$ cat src/rtl/bus_host_arb_if.sv
// Host-side and downstream signal bundle for bus_host_arb.
// The slave modport is the arbiter's view; master is the view of whatever
// drives the hosts and models the downstream device.
interface bus_host_arb_if #(
  parameter int NrHosts      = 2,
  parameter int DataWidth    = 32,
  parameter int AddressWidth = 32
);
  logic [NrHosts-1:0]              host_req_i;
  logic [NrHosts-1:0]              host_gnt_o;
  logic [NrHosts*AddressWidth-1:0] host_addr_i;
  logic [NrHosts-1:0]              host_we_i;
  logic [NrHosts*4-1:0]            host_be_i;
  logic [NrHosts*DataWidth-1:0]    host_wdata_i;
  logic [NrHosts-1:0]              host_rvalid_o;
  logic [DataWidth-1:0]            host_rdata_o;
  logic [NrHosts-1:0]              host_err_o;

  logic                            out_req_o;
  logic                            out_gnt_i;
  logic [AddressWidth-1:0]         out_addr_o;
  logic                            out_we_o;
  logic [3:0]                      out_be_o;
  logic [DataWidth-1:0]            out_wdata_o;
  logic                            out_rvalid_i;
  logic [DataWidth-1:0]            out_rdata_i;
  logic                            out_err_i;

  modport slave (
    input  host_req_i, host_addr_i, host_we_i, host_be_i, host_wdata_i,
    input  out_gnt_i, out_rvalid_i, out_rdata_i, out_err_i,
    output host_gnt_o, host_rvalid_o, host_rdata_o, host_err_o,
    output out_req_o, out_addr_o, out_we_o, out_be_o, out_wdata_o
  );

  modport master (
    output host_req_i, host_addr_i, host_we_i, host_be_i, host_wdata_i,
    output out_gnt_i, out_rvalid_i, out_rdata_i, out_err_i,
    input  host_gnt_o, host_rvalid_o, host_rdata_o, host_err_o,
    input  out_req_o, out_addr_o, out_we_o, out_be_o, out_wdata_o
  );
endinterface

$ cat src/rtl/bus_host_arb.sv
// Round-robin arbiter sharing one req/gnt/rvalid downstream port between
// NrHosts requesters, with a single outstanding transaction.
// Optional feature macro: ARB_TIMEOUT_EN -- when defined, a response that
// does not arrive within TimeoutCycles RESP cycles is answered locally with
// an error; when undefined, RESP waits indefinitely.
module bus_host_arb #(
  parameter int NrHosts       = 2,
  parameter int DataWidth     = 32,
  parameter int AddressWidth  = 32,
  parameter int TimeoutCycles = 255
) (
  input  logic           clk_i,
  input  logic           rst_ni,
  bus_host_arb_if.slave  bus
);

  localparam int IdxW = (NrHosts > 1) ? $clog2(NrHosts) : 1;

  typedef logic [IdxW-1:0] idx_t;
  typedef enum logic [1:0] {IDLE, ADDR, RESP} state_e;

  state_e state_q, state_d;
  idx_t   rr_ptr_q, rr_ptr_d;
  idx_t   owner_q, owner_d;

  // Per-host views of the packed request fields
  logic [AddressWidth-1:0] addr_arr  [NrHosts];
  logic [3:0]              be_arr    [NrHosts];
  logic [DataWidth-1:0]    wdata_arr [NrHosts];

  // Combinational arbitration and datapath select
  logic                  win_vld;
  idx_t                  win_idx;
  idx_t                  sel_idx;
  logic                  req_int;
  logic [NrHosts-1:0]    gnt_int;
  logic [NrHosts-1:0]    rvalid_int;
  logic [NrHosts-1:0]    err_int;
  logic [DataWidth-1:0]  rdata_int;

`ifdef ARB_TIMEOUT_EN
  logic [15:0] wait_cnt_q, wait_cnt_d;
`else
  logic [15:0] unused_timeout;
  assign unused_timeout = 16'(TimeoutCycles);
`endif

  // Index of the host after i, wrapping NrHosts-1 back to 0
  function automatic idx_t wrap_inc(idx_t i);
    logic [IdxW:0] s;
    s = {1'b0, i} + (IdxW+1)'(1);
    if (s >= (IdxW+1)'(NrHosts)) s = '0;
    return s[IdxW-1:0];
  endfunction

  // Split the packed host buses into per-host slices
  always_comb begin
    for (int i = 0; i < NrHosts; i++) begin
      addr_arr[i]  = bus.host_addr_i[i*AddressWidth +: AddressWidth];
      be_arr[i]    = bus.host_be_i[i*4 +: 4];
      wdata_arr[i] = bus.host_wdata_i[i*DataWidth +: DataWidth];
    end
  end

  // Winner = first requester found scanning upward from rr_ptr, modulo NrHosts;
  // scanning offsets high-to-low lets the smallest offset overwrite last
  always_comb begin
    logic [IdxW:0] cand;
    win_vld = |bus.host_req_i;
    win_idx = '0;
    cand    = '0;
    for (int k = NrHosts-1; k >= 0; k--) begin
      cand = {1'b0, rr_ptr_q} + (IdxW+1)'(k);
      if (cand >= (IdxW+1)'(NrHosts)) cand = cand - (IdxW+1)'(NrHosts);
      if (bus.host_req_i[cand[IdxW-1:0]]) win_idx = cand[IdxW-1:0];
    end
  end

  // FSM next-state and host/downstream handshake outputs
  always_comb begin
    state_d    = state_q;
    rr_ptr_d   = rr_ptr_q;
    owner_d    = owner_q;
    sel_idx    = owner_q;
    req_int    = 1'b0;
    gnt_int    = '0;
    rvalid_int = '0;
    err_int    = '0;
    rdata_int  = bus.out_rdata_i;
`ifdef ARB_TIMEOUT_EN
    wait_cnt_d = wait_cnt_q;
`endif
    unique case (state_q)
      IDLE: begin
        if (win_vld) begin
          sel_idx = win_idx;
          req_int = 1'b1;
          owner_d = win_idx;
          if (bus.out_gnt_i) begin
            gnt_int[win_idx] = 1'b1;
            rr_ptr_d         = wrap_inc(win_idx);
            state_d          = RESP;
`ifdef ARB_TIMEOUT_EN
            wait_cnt_d       = '0;
`endif
          end else begin
            state_d = ADDR;
          end
        end
      end
      ADDR: begin
        // Owner withdrawing its request early abandons the transaction
        // without advancing the round-robin pointer
        if (bus.host_req_i[owner_q]) begin
          req_int = 1'b1;
          if (bus.out_gnt_i) begin
            gnt_int[owner_q] = 1'b1;
            rr_ptr_d         = wrap_inc(owner_q);
            state_d          = RESP;
`ifdef ARB_TIMEOUT_EN
            wait_cnt_d       = '0;
`endif
          end
        end else begin
          state_d = IDLE;
        end
      end
      RESP: begin
        // A real response takes priority over a timeout in the same cycle
        if (bus.out_rvalid_i) begin
          rvalid_int[owner_q] = 1'b1;
          err_int[owner_q]    = bus.out_err_i;
          state_d             = IDLE;
        end
`ifdef ARB_TIMEOUT_EN
        else if (wait_cnt_q == 16'(TimeoutCycles - 1)) begin
          rvalid_int[owner_q] = 1'b1;
          err_int[owner_q]    = 1'b1;
          rdata_int           = '0;
          state_d             = IDLE;
        end else begin
          wait_cnt_d = wait_cnt_q + 16'd1;
        end
`endif
      end
      default: state_d = IDLE;
    endcase
  end

  // Outputs forced to zero while reset is asserted; request fields only
  // reflect a host while out_req_o is high
  assign bus.out_req_o     = rst_ni & req_int;
  assign bus.out_addr_o    = bus.out_req_o ? addr_arr[sel_idx]       : '0;
  assign bus.out_we_o      = bus.out_req_o & bus.host_we_i[sel_idx];
  assign bus.out_be_o      = bus.out_req_o ? be_arr[sel_idx]         : '0;
  assign bus.out_wdata_o   = bus.out_req_o ? wdata_arr[sel_idx]      : '0;
  assign bus.host_gnt_o    = rst_ni ? gnt_int    : '0;
  assign bus.host_rvalid_o = rst_ni ? rvalid_int : '0;
  assign bus.host_err_o    = rst_ni ? err_int    : '0;
  assign bus.host_rdata_o  = rst_ni ? rdata_int  : '0;

  // State, round-robin pointer and owner registers
  always_ff @(posedge clk_i or negedge rst_ni) begin
    if (!rst_ni) begin
      state_q  <= IDLE;
      rr_ptr_q <= '0;
      owner_q  <= '0;
    end else begin
      state_q  <= state_d;
      rr_ptr_q <= rr_ptr_d;
      owner_q  <= owner_d;
    end
  end

`ifdef ARB_TIMEOUT_EN
  // Response wait counter
  always_ff @(posedge clk_i or negedge rst_ni) begin
    if (!rst_ni) wait_cnt_q <= '0;
    else         wait_cnt_q <= wait_cnt_d;
  end
`endif

endmodule

$ cat src/flat_wrapper.sv
// flat-port wrapper written by rule: the top's interface ports become plain ports
module bus_host_arb_flat 
#(
  parameter int NrHosts       = 2,
  parameter int DataWidth     = 32,
  parameter int AddressWidth  = 32,
  parameter int TimeoutCycles = 255
)
  (clk_i, rst_ni, bus_host_req_i, bus_host_addr_i, bus_host_we_i, bus_host_be_i, bus_host_wdata_i, bus_out_gnt_i, bus_out_rvalid_i, bus_out_rdata_i, bus_out_err_i, bus_host_gnt_o, bus_host_rvalid_o, bus_host_rdata_o, bus_host_err_o, bus_out_req_o, bus_out_addr_o, bus_out_we_o, bus_out_be_o, bus_out_wdata_o);
  bus_host_arb_if #(.NrHosts(NrHosts), .DataWidth(DataWidth), .AddressWidth(AddressWidth)) bus_i ();
  input  logic clk_i;
  input  logic rst_ni;
  input wire logic [$bits(bus_i.host_req_i)-1:0] bus_host_req_i;
  input wire logic [$bits(bus_i.host_addr_i)-1:0] bus_host_addr_i;
  input wire logic [$bits(bus_i.host_we_i)-1:0] bus_host_we_i;
  input wire logic [$bits(bus_i.host_be_i)-1:0] bus_host_be_i;
  input wire logic [$bits(bus_i.host_wdata_i)-1:0] bus_host_wdata_i;
  input wire logic [$bits(bus_i.out_gnt_i)-1:0] bus_out_gnt_i;
  input wire logic [$bits(bus_i.out_rvalid_i)-1:0] bus_out_rvalid_i;
  input wire logic [$bits(bus_i.out_rdata_i)-1:0] bus_out_rdata_i;
  input wire logic [$bits(bus_i.out_err_i)-1:0] bus_out_err_i;
  output wire logic [$bits(bus_i.host_gnt_o)-1:0] bus_host_gnt_o;
  output wire logic [$bits(bus_i.host_rvalid_o)-1:0] bus_host_rvalid_o;
  output wire logic [$bits(bus_i.host_rdata_o)-1:0] bus_host_rdata_o;
  output wire logic [$bits(bus_i.host_err_o)-1:0] bus_host_err_o;
  output wire logic [$bits(bus_i.out_req_o)-1:0] bus_out_req_o;
  output wire logic [$bits(bus_i.out_addr_o)-1:0] bus_out_addr_o;
  output wire logic [$bits(bus_i.out_we_o)-1:0] bus_out_we_o;
  output wire logic [$bits(bus_i.out_be_o)-1:0] bus_out_be_o;
  output wire logic [$bits(bus_i.out_wdata_o)-1:0] bus_out_wdata_o;
  assign bus_i.host_req_i = bus_host_req_i;
  assign bus_i.host_addr_i = bus_host_addr_i;
  assign bus_i.host_we_i = bus_host_we_i;
  assign bus_i.host_be_i = bus_host_be_i;
  assign bus_i.host_wdata_i = bus_host_wdata_i;
  assign bus_i.out_gnt_i = bus_out_gnt_i;
  assign bus_i.out_rvalid_i = bus_out_rvalid_i;
  assign bus_i.out_rdata_i = bus_out_rdata_i;
  assign bus_i.out_err_i = bus_out_err_i;
  assign bus_host_gnt_o = bus_i.host_gnt_o;
  assign bus_host_rvalid_o = bus_i.host_rvalid_o;
  assign bus_host_rdata_o = bus_i.host_rdata_o;
  assign bus_host_err_o = bus_i.host_err_o;
  assign bus_out_req_o = bus_i.out_req_o;
  assign bus_out_addr_o = bus_i.out_addr_o;
  assign bus_out_we_o = bus_i.out_we_o;
  assign bus_out_be_o = bus_i.out_be_o;
  assign bus_out_wdata_o = bus_i.out_wdata_o;
  bus_host_arb #(.NrHosts(NrHosts), .DataWidth(DataWidth), .AddressWidth(AddressWidth), .TimeoutCycles(TimeoutCycles)) u_core (.clk_i(clk_i), .rst_ni(rst_ni), .bus(bus_i));
endmodule
$ cat config.mk
export PLATFORM = sky130hd
export DESIGN_NAME = bus_host_arb_flat
export DESIGN_NICKNAME = d
export VERILOG_FILES = /design/src/rtl/bus_host_arb_if.sv /design/src/rtl/bus_host_arb.sv /design/src/flat_wrapper.sv
export SDC_FILE = /design/constraint.sdc
export NUM_CORES = 1
export LEC_CHECK = 0
export CORE_AREA = 2 2 112 114
export CTS_CLUSTER_DIAMETER = 120
export DETAILED_ROUTE_END_ITERATION = 6
export DIE_AREA = 0 0 114 116
export GPL_ROUTABILITY_DRIVEN = 1
export HOLD_SLACK_MARGIN = 0.15
export MAX_ROUTING_LAYER = met4
export PLACE_DENSITY = 0.65
export SLEW_MARGIN = 30
export SYNTH_ARGS = -nofsm -noshare
export SYNTH_HDL_FRONTEND = slang
export SYNTH_SLANG_ARGS = --single-unit
export TNS_END_PERCENT = 50
$ cat constraint.sdc
create_clock -name clk_i -period 1.89 [get_ports clk_i]
set_input_delay 0.189 -clock clk_i [delete_from_list [all_inputs] [get_ports clk_i]]
set_output_delay 0.189 -clock clk_i [all_outputs]
set_load 0.05 [all_outputs]
# Word-level counts from Yosys, hierarchy flattened
# Cells that the tools add are included.
word_totals:
  inputBits: 177
  register_bits: 4
  out_inout_bits: 108
  word_cells: 98
classes:
  n_reduce_logical: 7
  add_sub_neg: 5
  n_mux: 59
  n_eq_ne: 8
  n_lt_le_gt_ge: 12
  bitwise_logic: 4
ops:
  columns: ["op", "count"]
  rows:
  - ["2-to-1 mux 32 bit", 9]
  - ["2-to-1 mux 2 bit", 16]
  - ["2-to-1 mux 1 bit", 24]
  - ["2-to-1 mux 4 bit", 4]
  - ["less-than comparator 1 x 2 -> 1 bit (second input constant)", 5]
  - [">= comparator 2 bit (second input constant)", 4]
  - ["adder 1 x 1 -> 2 bit (second input constant)", 3]
  - ["inequality test 2 bit (second input constant)", 3]
  - ["one-hot mux 2 bit (3 select lines)", 1]
  - ["AND reduction 5 bit", 1]
  - ["inequality test 2 x 1 -> 1 bit (second input constant)", 2]
  - ["one-hot mux 1 bit (2 select lines)", 2]
  - ["one-hot mux 2 bit (2 select lines)", 1]
  - ["inequality test 3 bit (second input constant)", 1]
  - ["AND reduction 3 bit", 1]
  - ["AND 1 bit", 2]
  - ["AND 2 bit", 1]
  - ["demux 1 bit (select 1 bit)", 2]
  - ["== test 2 x 1 -> 1 bit (second input constant)", 1]
  - ["== test 2 bit (second input constant)", 1]
  - [">= comparator 1 bit (second input constant)", 2]
  - [">= comparator 1 x 2 -> 1 bit (second input constant)", 1]
  - ["logical AND 1 bit", 2]
  - ["zero test 2 bit", 1]
  - ["4 further kinds", 5]

# Logic depth before layout (Yosys ltp)
# Gate-level depths: netlist of the first run.
depth:
  depth_word: 15
  mapped_depth: 6
  depth_no_buf: 5

# Worst setup path after synthesis of the first run
# OpenSTA, ideal clock, no wires.
synth_path:
  path_type: "register to output"
  from: "reg u_core.state_q[1]"
  to: "out bus_out_be_o[0]"
  t_required_ns: 1.701
  arrival_ns: 2.199
  path_stages_with_launch: 7
  n_path_buf: 2
  setup_slack_ns: -0.498
  cell_sequence: "dfrtp_1 > or3b_1 > a32oi_2 > buf_6 > buf_6 > nand2_1 > a21oi_1"
synth_via:
  elab_chain_len: 7
  word_cells_on_any_way: 10
  cone_classes: "eq/ne: 1; mux: 6; bitwise: 2; reduce/logical: 1"
synth_lines:
  columns: ["item", "line_no", "text"]
  rows:
  - ["start: declaration", "bus_host_arb.sv:22", "state_e state_q, state_d;"]
  - ["start signal: assignment", "bus_host_arb.sv:169", "state_q <= state_d;"]
  - ["zero test 2 bit", "bus_host_arb.sv:93", "unique case (state_q)"]
  - ["2-to-1 mux 1 bit", null, null]
  - ["NOT 1 -> 2 bit (not written as such)", "bus_host_arb.sv:155", "assign bus.out_be_o = bus.out_req_o ? be_arr[sel_idx] : '0;"]
  - ["2-to-1 mux 4 bit (not written as such) (3 in a row)", "bus_host_arb.sv:155", null]
  - ["2-to-1 mux 4 bit *", "bus_host_arb.sv:155", null]
  - ["end: declaration", "flat_wrapper.sv:29", "output wire logic [$bits(bus_i.out_be_o)-1:0] bus_out_be_o;"]
# Mark *: on every way between the ends. The rest lies on a longest branch, timed or not. The select of a mux whose other input is x is not followed.

# Final worst setup path of the first run
layout_path:
  from: "reg u_core.state_q[0]"
  to: "out bus_out_addr_o[3]"
layout_via:
  elab_chain_len: 7
  word_cells_on_any_way: 10
  cone_classes: "eq/ne: 1; mux: 6; bitwise: 2; reduce/logical: 1"
layout_lines:
  columns: ["item", "line_no", "text"]
  rows:
  - ["zero test 2 bit", "bus_host_arb.sv:93", null]
  - ["2-to-1 mux 1 bit", null, null]
  - ["NOT 1 -> 2 bit (not written as such)", "bus_host_arb.sv:153", "assign bus.out_addr_o = bus.out_req_o ? addr_arr[sel_idx] : '0;"]
  - ["2-to-1 mux 32 bit (not written as such) (3 in a row)", "bus_host_arb.sv:153", null]
  - ["2-to-1 mux 32 bit *", "bus_host_arb.sv:153", null]
  - ["end: declaration", "flat_wrapper.sv:27", "output wire logic [$bits(bus_i.out_addr_o)-1:0] bus_out_addr_o;"]
# Marks and branches as above.

==> run_results.csv, run 1 <==
group,metric,value,unit
worst_setup_path,r2r_start,"u_core.state_q[0]",
synthesis,yosysTopAreaCell,"nand2_1",
worst_setup_path,max_stage_delay,410,ps
synthesis,syn_area_per_cell,4.86,um^2
worst_setup_path,critPathMaxFanout,10,
synthesis,postSynth.asyncResetShare,100,%
worst_setup_path,endpoint_kind,"output pin",
floorplan,num_io_pins,285,
grt,grt-ovfl-total,0,
status,violations,"negative setup slack",
detailed_routing,drtAntennaViolNets,0,
clock_tree,htreeDepth,1,
detailed_routing,dr.pass1.iters,4,
finish,num_antenna_cells,0,
clock_tree,cts_tree,"yes",
detailed_routing,post_drt_wl_per_cell,15.9,um
sta,fin_ws,-319,ps
pwr,power.share.combinational,91.6,%
worst_setup_path,path_cells,"or3b_4 > a32oi_4 > buf_12 > clkbuf_16 > nand2_1 > a21oi_2 > buf_12",
status,outcome,"finished with violations",
floorplan,start_util,12.2,%
placed_design,place_area,0.00592,mm^2
worst_setup_path,cp-startpoint,"u_core.state_q[0]",
worst_setup_path,r2r_cells,5,
placed_design,dp_hpwl,8890,um
synthesis,synth.most_common_cell,"nand2_1",
flow_run,maxCapViolCount,0,
grt,antenna_found_initial,0,
detailed_routing,drt_iter0_markers,132,
worst_setup_path,worstPathArrival,2020,ps
clock_tree,clkTransAtPathRegs,30,ps
pwr,total_power,5.57,mW
pwr,p_clk_share,5.9,%
synthesis,syn-num-nets,477,
synthesis,synth-seq-cells,4,
worst_setup_path,critPathLaunchType,"flip-flop",
worst_setup_path,crit_top_cell,"buf_12",
synthesis,synth_common_cells,"nand2_1 (139), a21oi_1 (72), and2_1 (32), clkbuf_1 (18), inv_1 (6)",
placed_design,dp.cells,723,
pwr,switching_share,50.5,%
sta,timing.fmax,0.453,GHz
synthesis,seq_area_frac_synth,6.86,%
sta,period_needed,2210,ps
finish,final_cell_area,0.00631,mm^2
placed_design,place_congestion,0.846,
placed_design,place.port_buffers,284,
sta,rsz0062_at_grt,"yes",
synthesis,synth.area.top_cells,"nand2_1 (36%), a21oi_1 (25%), and2_1 (14%)",
sta,finalHoldViolCount,0,
synthesis,ys_types,22,
clock_tree,clk_latency,220,ps
worst_setup_path,path_class,"flip-flop to output pin",
detailed_routing,vias_per_cell,4.27,
grt,grt_max_degree,34,
worst_setup_path,slowest_stage,"dfrtp_1",
synthesis,synth-edff-count,0,
grt,grt_pass1_vias,3166,
clock_tree,cts_buffers,3,
worst_setup_path,cp_top_family,"buffers and inverters",
detailed_routing,drc_errors,0,
pwr,internal_power,2.75,mW
synthesis,synth_top_area_share,35.8,%
sta,setup_viol,70,
worst_setup_path,endpoint,"bus_out_addr_o[3]",
detailed_routing,wl,11700,um
clock_tree,cts_buffer_depth,2,
grt,track_usage,16.1,%
synthesis,ys_warn_count,0,
finish,area.growth.synth_to_final,333,%
sta,worstMarginPinSlew,365,ps
clock_tree,clock-root-buffer,"clkbuf_16",
finish,stdcell_count,736,
finish,num-fill-cells,1034,
worst_setup_path,cp.required,1700,ps
sta,setup_tns,-20540,ps
pwr,leakagePower,2.48,nW
synthesis,netlist_area,0.00146,mm^2
sta,slew_headroom,75.5,%
worst_setup_path,ff2ff_setup_slack,320,ps
finish,final_nets,768,
worst_setup_path,reg2reg_to,"u_core.owner_q",
floorplan,coreArea,0.0119,mm^2
grt,grt_pass1_wl,16400,um
worst_setup_path,cp_num_cells,7,
finish,drive_gt1_share,38.5,%
floorplan,die_w,114,um
sta,drv_slew,0,
detailed_routing,routed-via-count,3141,
pwr,irDropWorstVdd,0.436,mV
sta,skew,1.43,ps
pwr,switchingPower,2.81,mW
worst_setup_path,crit_buf_inv,3,
floorplan,core.rowCount,40,
placed_design,dpl_worst_slack,-453,ps
pwr,p_per_area,882,mW/mm^2
floorplan,die_h,116,um
hold_path,worstHoldPathType,"primary input to async pin",
floorplan,die_area,0.0132,mm^2
clock_tree,clock-sinks,4,
sta,fin_crit_sh,117,%
pwr,p_seq_share,2.5,%
synthesis,syn_inst,300,
synthesis,synth_flop_cell,"dfrtp_1",
-- what timing repair did --
item / CTS / global route
pin swaps: 18 / 21
gates cloned: 3 / 4
endpoints found under the setup margin: 70 / 70
resized for setup: 17 / 13
buffers inserted: 3 / 0
hold buffers: 0 / 0
-- sequential cells by signal (all words and copies together) (netlist names) --
name,count
u_core.rr_ptr_q,1
u_core.owner_q,1
u_core.state_q,2
-- worst register-to-register path, stage by stage, from the launching register on --
cell and delay [ps]:
dfrtp_1 410, or3b_4 400, a32oi_4 210, buf_12 180, inv_6 70, clkbuf_16 180
-- power by group through the flow --
stage	clock network [mW]	logic [mW]	registers, mW
after floorplan	0	2.34	0.147
after global placement	0	4.40	0.133
after detailed placement	0	4.47	0.135
after CTS	0.337	4.81	0.137
after global routing	0.339	5.36	0.142
final	0.331	5.10	0.139
-- how the worst min path moves through the flow --
stage,end,cells past startpoint
floorplan,u_core.owner_q,0
global placement,u_core.state_q[0],2
detailed placement,u_core.state_q[0],2
CTS,u_core.state_q[1],2
global route,u_core.state_q[1],2
finish,u_core.state_q[0],2
-- cell usage in the layout, fill, tap and decap left out, drive strengths merged, types with 4 or more instances in the layout --
cell type	count
nand2	139
dfrtp	4
nor3	5
a21oi	72
and2	32
clkdlybuf4s50	175
buf	130
clkbuf	7
inv	7
-- layer usage --
layer  track usage (%)  vias up  share of wire (%)
li1                  -     1551                  -
met1              17.7     1441                 38
met2              31.6      143                 56
met3              1.46        6                5.1
met4              2.93        0               0.57
met5                 -        -                  0
-- per-stage QoR --
stage / hold WS [ps] / util [%]
2_1_floorplan: -107 / -
3_3_place_gp: 539 / 49.7
3_5_place_dp: 546 / 49.7
4_1_cts: 392 / 51.8
5_1_grt: 402 / 53.0
6_report: 389 / 53.0
-- final cells by class --
cell class                      instances  area (um^2)  area share, %
Timing Repair Buffer                  311         4320           68.5
Multi-Input combinational cell        264         1600           25.3
Tap cell                              147          184           2.91
Sequential cell                         4          100           1.59
Clock buffer                            3         75.1           1.19
Inverter                                7         31.3          0.496
-- cell families (layout without fill, tap and decap cells) --
| logic type | after synthesis | count (layout) | synth area share, % |
|---|---|---|---|
| flops | 4 | 4 | 6.86 |
| simple gates | 186 | 186 | 55.2 |
| compound gates | 78 | 78 | 28.2 |
| buf+inv | 32 | 321 | 9.69 |
(Power assumes the default switching activity.)
==> run 2, diff against run 1 <==
--- a/config.mk
+++ b/config.mk
@@ -5,6 +5,7 @@
 export SDC_FILE = /design/constraint.sdc
 export NUM_CORES = 1
 export LEC_CHECK = 0
+export ABC_CLOCK_PERIOD_IN_PS = 1890
 export CORE_AREA = 2 2 112 114
 export CTS_CLUSTER_DIAMETER = 120
 export DETAILED_ROUTE_END_ITERATION = 6
@@ -13,6 +14,7 @@
 export HOLD_SLACK_MARGIN = 0.15
 export MAX_ROUTING_LAYER = met4
 export PLACE_DENSITY = 0.65
+export SKIP_CTS_REPAIR_TIMING = 1
 export SLEW_MARGIN = 30
 export SYNTH_ARGS = -nofsm -noshare
 export SYNTH_HDL_FRONTEND = slang
==> run_results.csv, run 2 (synthesis gave the netlist of run 1 again) <==
group,metric,value,unit
grt,antenna_found_initial,0,
floorplan,die_w,114,um
detailed_routing,post_drt_wl_per_cell,16.6,um
placed_design,dp.cells,723,
sta,fin_ws,-397,ps
clock_tree,cts_buffer_depth,2,
clock_tree,cts_buffers,3,
pwr,total_power,5.87,mW
worst_setup_path,max_stage_delay,400,ps
sta,slew_headroom,75.4,%
floorplan,num_io_pins,285,
sta,worstMarginPinSlew,366,ps
floorplan,start_util,12.2,%
sta,skew,1.99,ps
sta,finalHoldViolCount,0,
worst_setup_path,endpoint_kind,"output pin",
worst_setup_path,critPathLaunchType,"flip-flop",
placed_design,place.port_buffers,284,
clock_tree,htreeDepth,1,
placed_design,place_congestion,0.846,
worst_setup_path,slowest_stage,"dfrtp_1",
worst_setup_path,worstPathArrival,2100,ps
sta,fin_crit_sh,121,%
grt,grt_pass1_vias,3039,
clock_tree,clock-sinks,4,
finish,stdcell_count,743,
status,outcome,"finished with violations",
worst_setup_path,path_class,"flip-flop to output pin",
detailed_routing,vias_per_cell,4.30,
worst_setup_path,reg2reg_to,"u_core.owner_q",
floorplan,die_area,0.0132,mm^2
worst_setup_path,cp.required,1700,ps
worst_setup_path,r2r_start,"u_core.state_q[0]",
grt,grt_max_degree,41,
floorplan,die_h,116,um
pwr,irDropWorstVdd,0.394,mV
status,violations,"negative setup slack",
finish,largest-register,"u_core.state_q",
grt,track_usage,15.0,%
finish,fin_util,54.6,%
sta,period_needed,2290,ps
worst_setup_path,critPathMaxFanout,14,
finish,num_antenna_cells,0,
placed_design,place_area,0.00592,mm^2
finish,final_nets,775,
sta,rsz0062_at_grt,"yes",
worst_setup_path,r2r_cells,5,
finish,final_cell_mix,"clkdlybuf4s50_1 (175), buf_12 (110), nand2_1 (101), a21oi_2 (57), nand2_2 (34)",
pwr,leakagePower,2.56,nW
clock_tree,clk_latency,220,ps
pwr,p_per_area,903,mW/mm^2
detailed_routing,wl,12300,um
sta,setup_tns,-24110,ps
grt,grt_pass1_wl,15600,um
finish,num-fill-cells,1027,
sta,drv_slew,0,
clock_tree,clkTransAtPathRegs,30,ps
sta,timing.fmax,0.437,GHz
floorplan,core.rowCount,40,
clock_tree,clock-root-buffer,"clkbuf_16",
finish,area.growth.synth_to_final,346,%
detailed_routing,drt_iter0_markers,109,
sta,setup_viol,70,
placed_design,dp_hpwl,8890,um
finish,layout_commonest_cell,"clkdlybuf4s50_1",
worst_setup_path,ff2ff_setup_slack,240,ps
worst_setup_path,path_cells,"or3b_4 > a32oi_4 > buf_6 > clkbuf_16 > nand2_1 > a21oi_2 > buf_12",
detailed_routing,dr.pass1.iters,4,
detailed_routing,routed-via-count,3192,
finish,drive_gt1_share,43.3,%
finish,largest_reg_flops,2,
detailed_routing,drtAntennaViolNets,0,
grt,grt-ovfl-total,0,
finish,final_cell_area,0.00651,mm^2
detailed_routing,drc_errors,0,
worst_setup_path,cp-startpoint,"u_core.state_q[0]",
floorplan,coreArea,0.0119,mm^2
clock_tree,cts_tree,"yes",
flow_run,maxCapViolCount,0,
hold_path,worstHoldPathType,"primary input to async pin",
finish,reg_top3,"u_core.state_q: 2 flops, u_core.owner_q: 1 flops, u_core.rr_ptr_q: 1 flops",
[run 2: changes by cell type in the layout (fill, tap and decap cells not counted), sizes merged]
cell          before  now
dlygate4sd2        1    0
dlymetal6s2s       0    1
buf              130  135
clkbuf             7   10
bufbuf             1    0
[run 2: final cells by class]
class,count,area [um^2],area share (%)
clock buffers,3,75.1,1.15
inverters,7,33.8,0.519
multi-input cells,264,1710,26.3
flip-flops and latches,4,100,1.54
well taps,147,184,2.83
repair buffers,318,4410,67.7
[run 2: critical path: cells and delay by family (launching register included)]
family	cells	cell delay [ps]
flip-flops	1	400
AO/OA/AOI/OAI	2	460
AND/OR/NAND/NOR	2	480
buffers and inverters	3	540
[run 2: how the worst max path moves through the flow]
stage                               end  slack, ps  cells past startpoint
floorplan             bus_out_addr_o[0]       -220                      5
global placement     bus_out_addr_o[12]       -420                      7
detailed placement   bus_out_addr_o[12]       -450                      7
CTS                  bus_out_addr_o[12]       -480                      7
global route         bus_out_addr_o[17]       -440                      7
finish              bus_out_wdata_o[30]       -400                      7
[run 2: metal layers]
| metal | global-route usage, % | vias to the layer above | share of wire (%) |
|---|---|---|---|
| met5 | - | - | 0 |
| met4 | 2.28 | 0 | 1.3 |
| met2 | 29.6 | 142 | 55 |
| met3 | 1.36 | 13 | 4.5 |
| met1 | 16.7 | 1468 | 39 |
| li1 | - | 1569 | - |
[run 2: power by group]
part	switching (mW)	internal, mW	total, mW
sequential	0.0273	0.116	0.143
clock	0.0588	0.270	0.329
combinational	2.90	2.50	5.40
total	2.98	2.89	5.87
[run 2: stage by stage]
stage / worst slack [ps] / hold slack, ps
floorplan: -217 / -107
global placement: -418 / 539
detailed placement: -453 / 546
CTS: -476 / 392
global route: -438 / 403
finish: -397 / 383
==> run 3, diff against run 2 <==
--- a/config.mk
+++ b/config.mk
@@ -14,7 +14,6 @@
 export HOLD_SLACK_MARGIN = 0.15
 export MAX_ROUTING_LAYER = met4
 export PLACE_DENSITY = 0.65
-export SKIP_CTS_REPAIR_TIMING = 1
 export SLEW_MARGIN = 30
 export SYNTH_ARGS = -nofsm -noshare
 export SYNTH_HDL_FRONTEND = slang
==> results of run 3 <==
The final DEF is identical to that of run 1; final timing and power are the same.
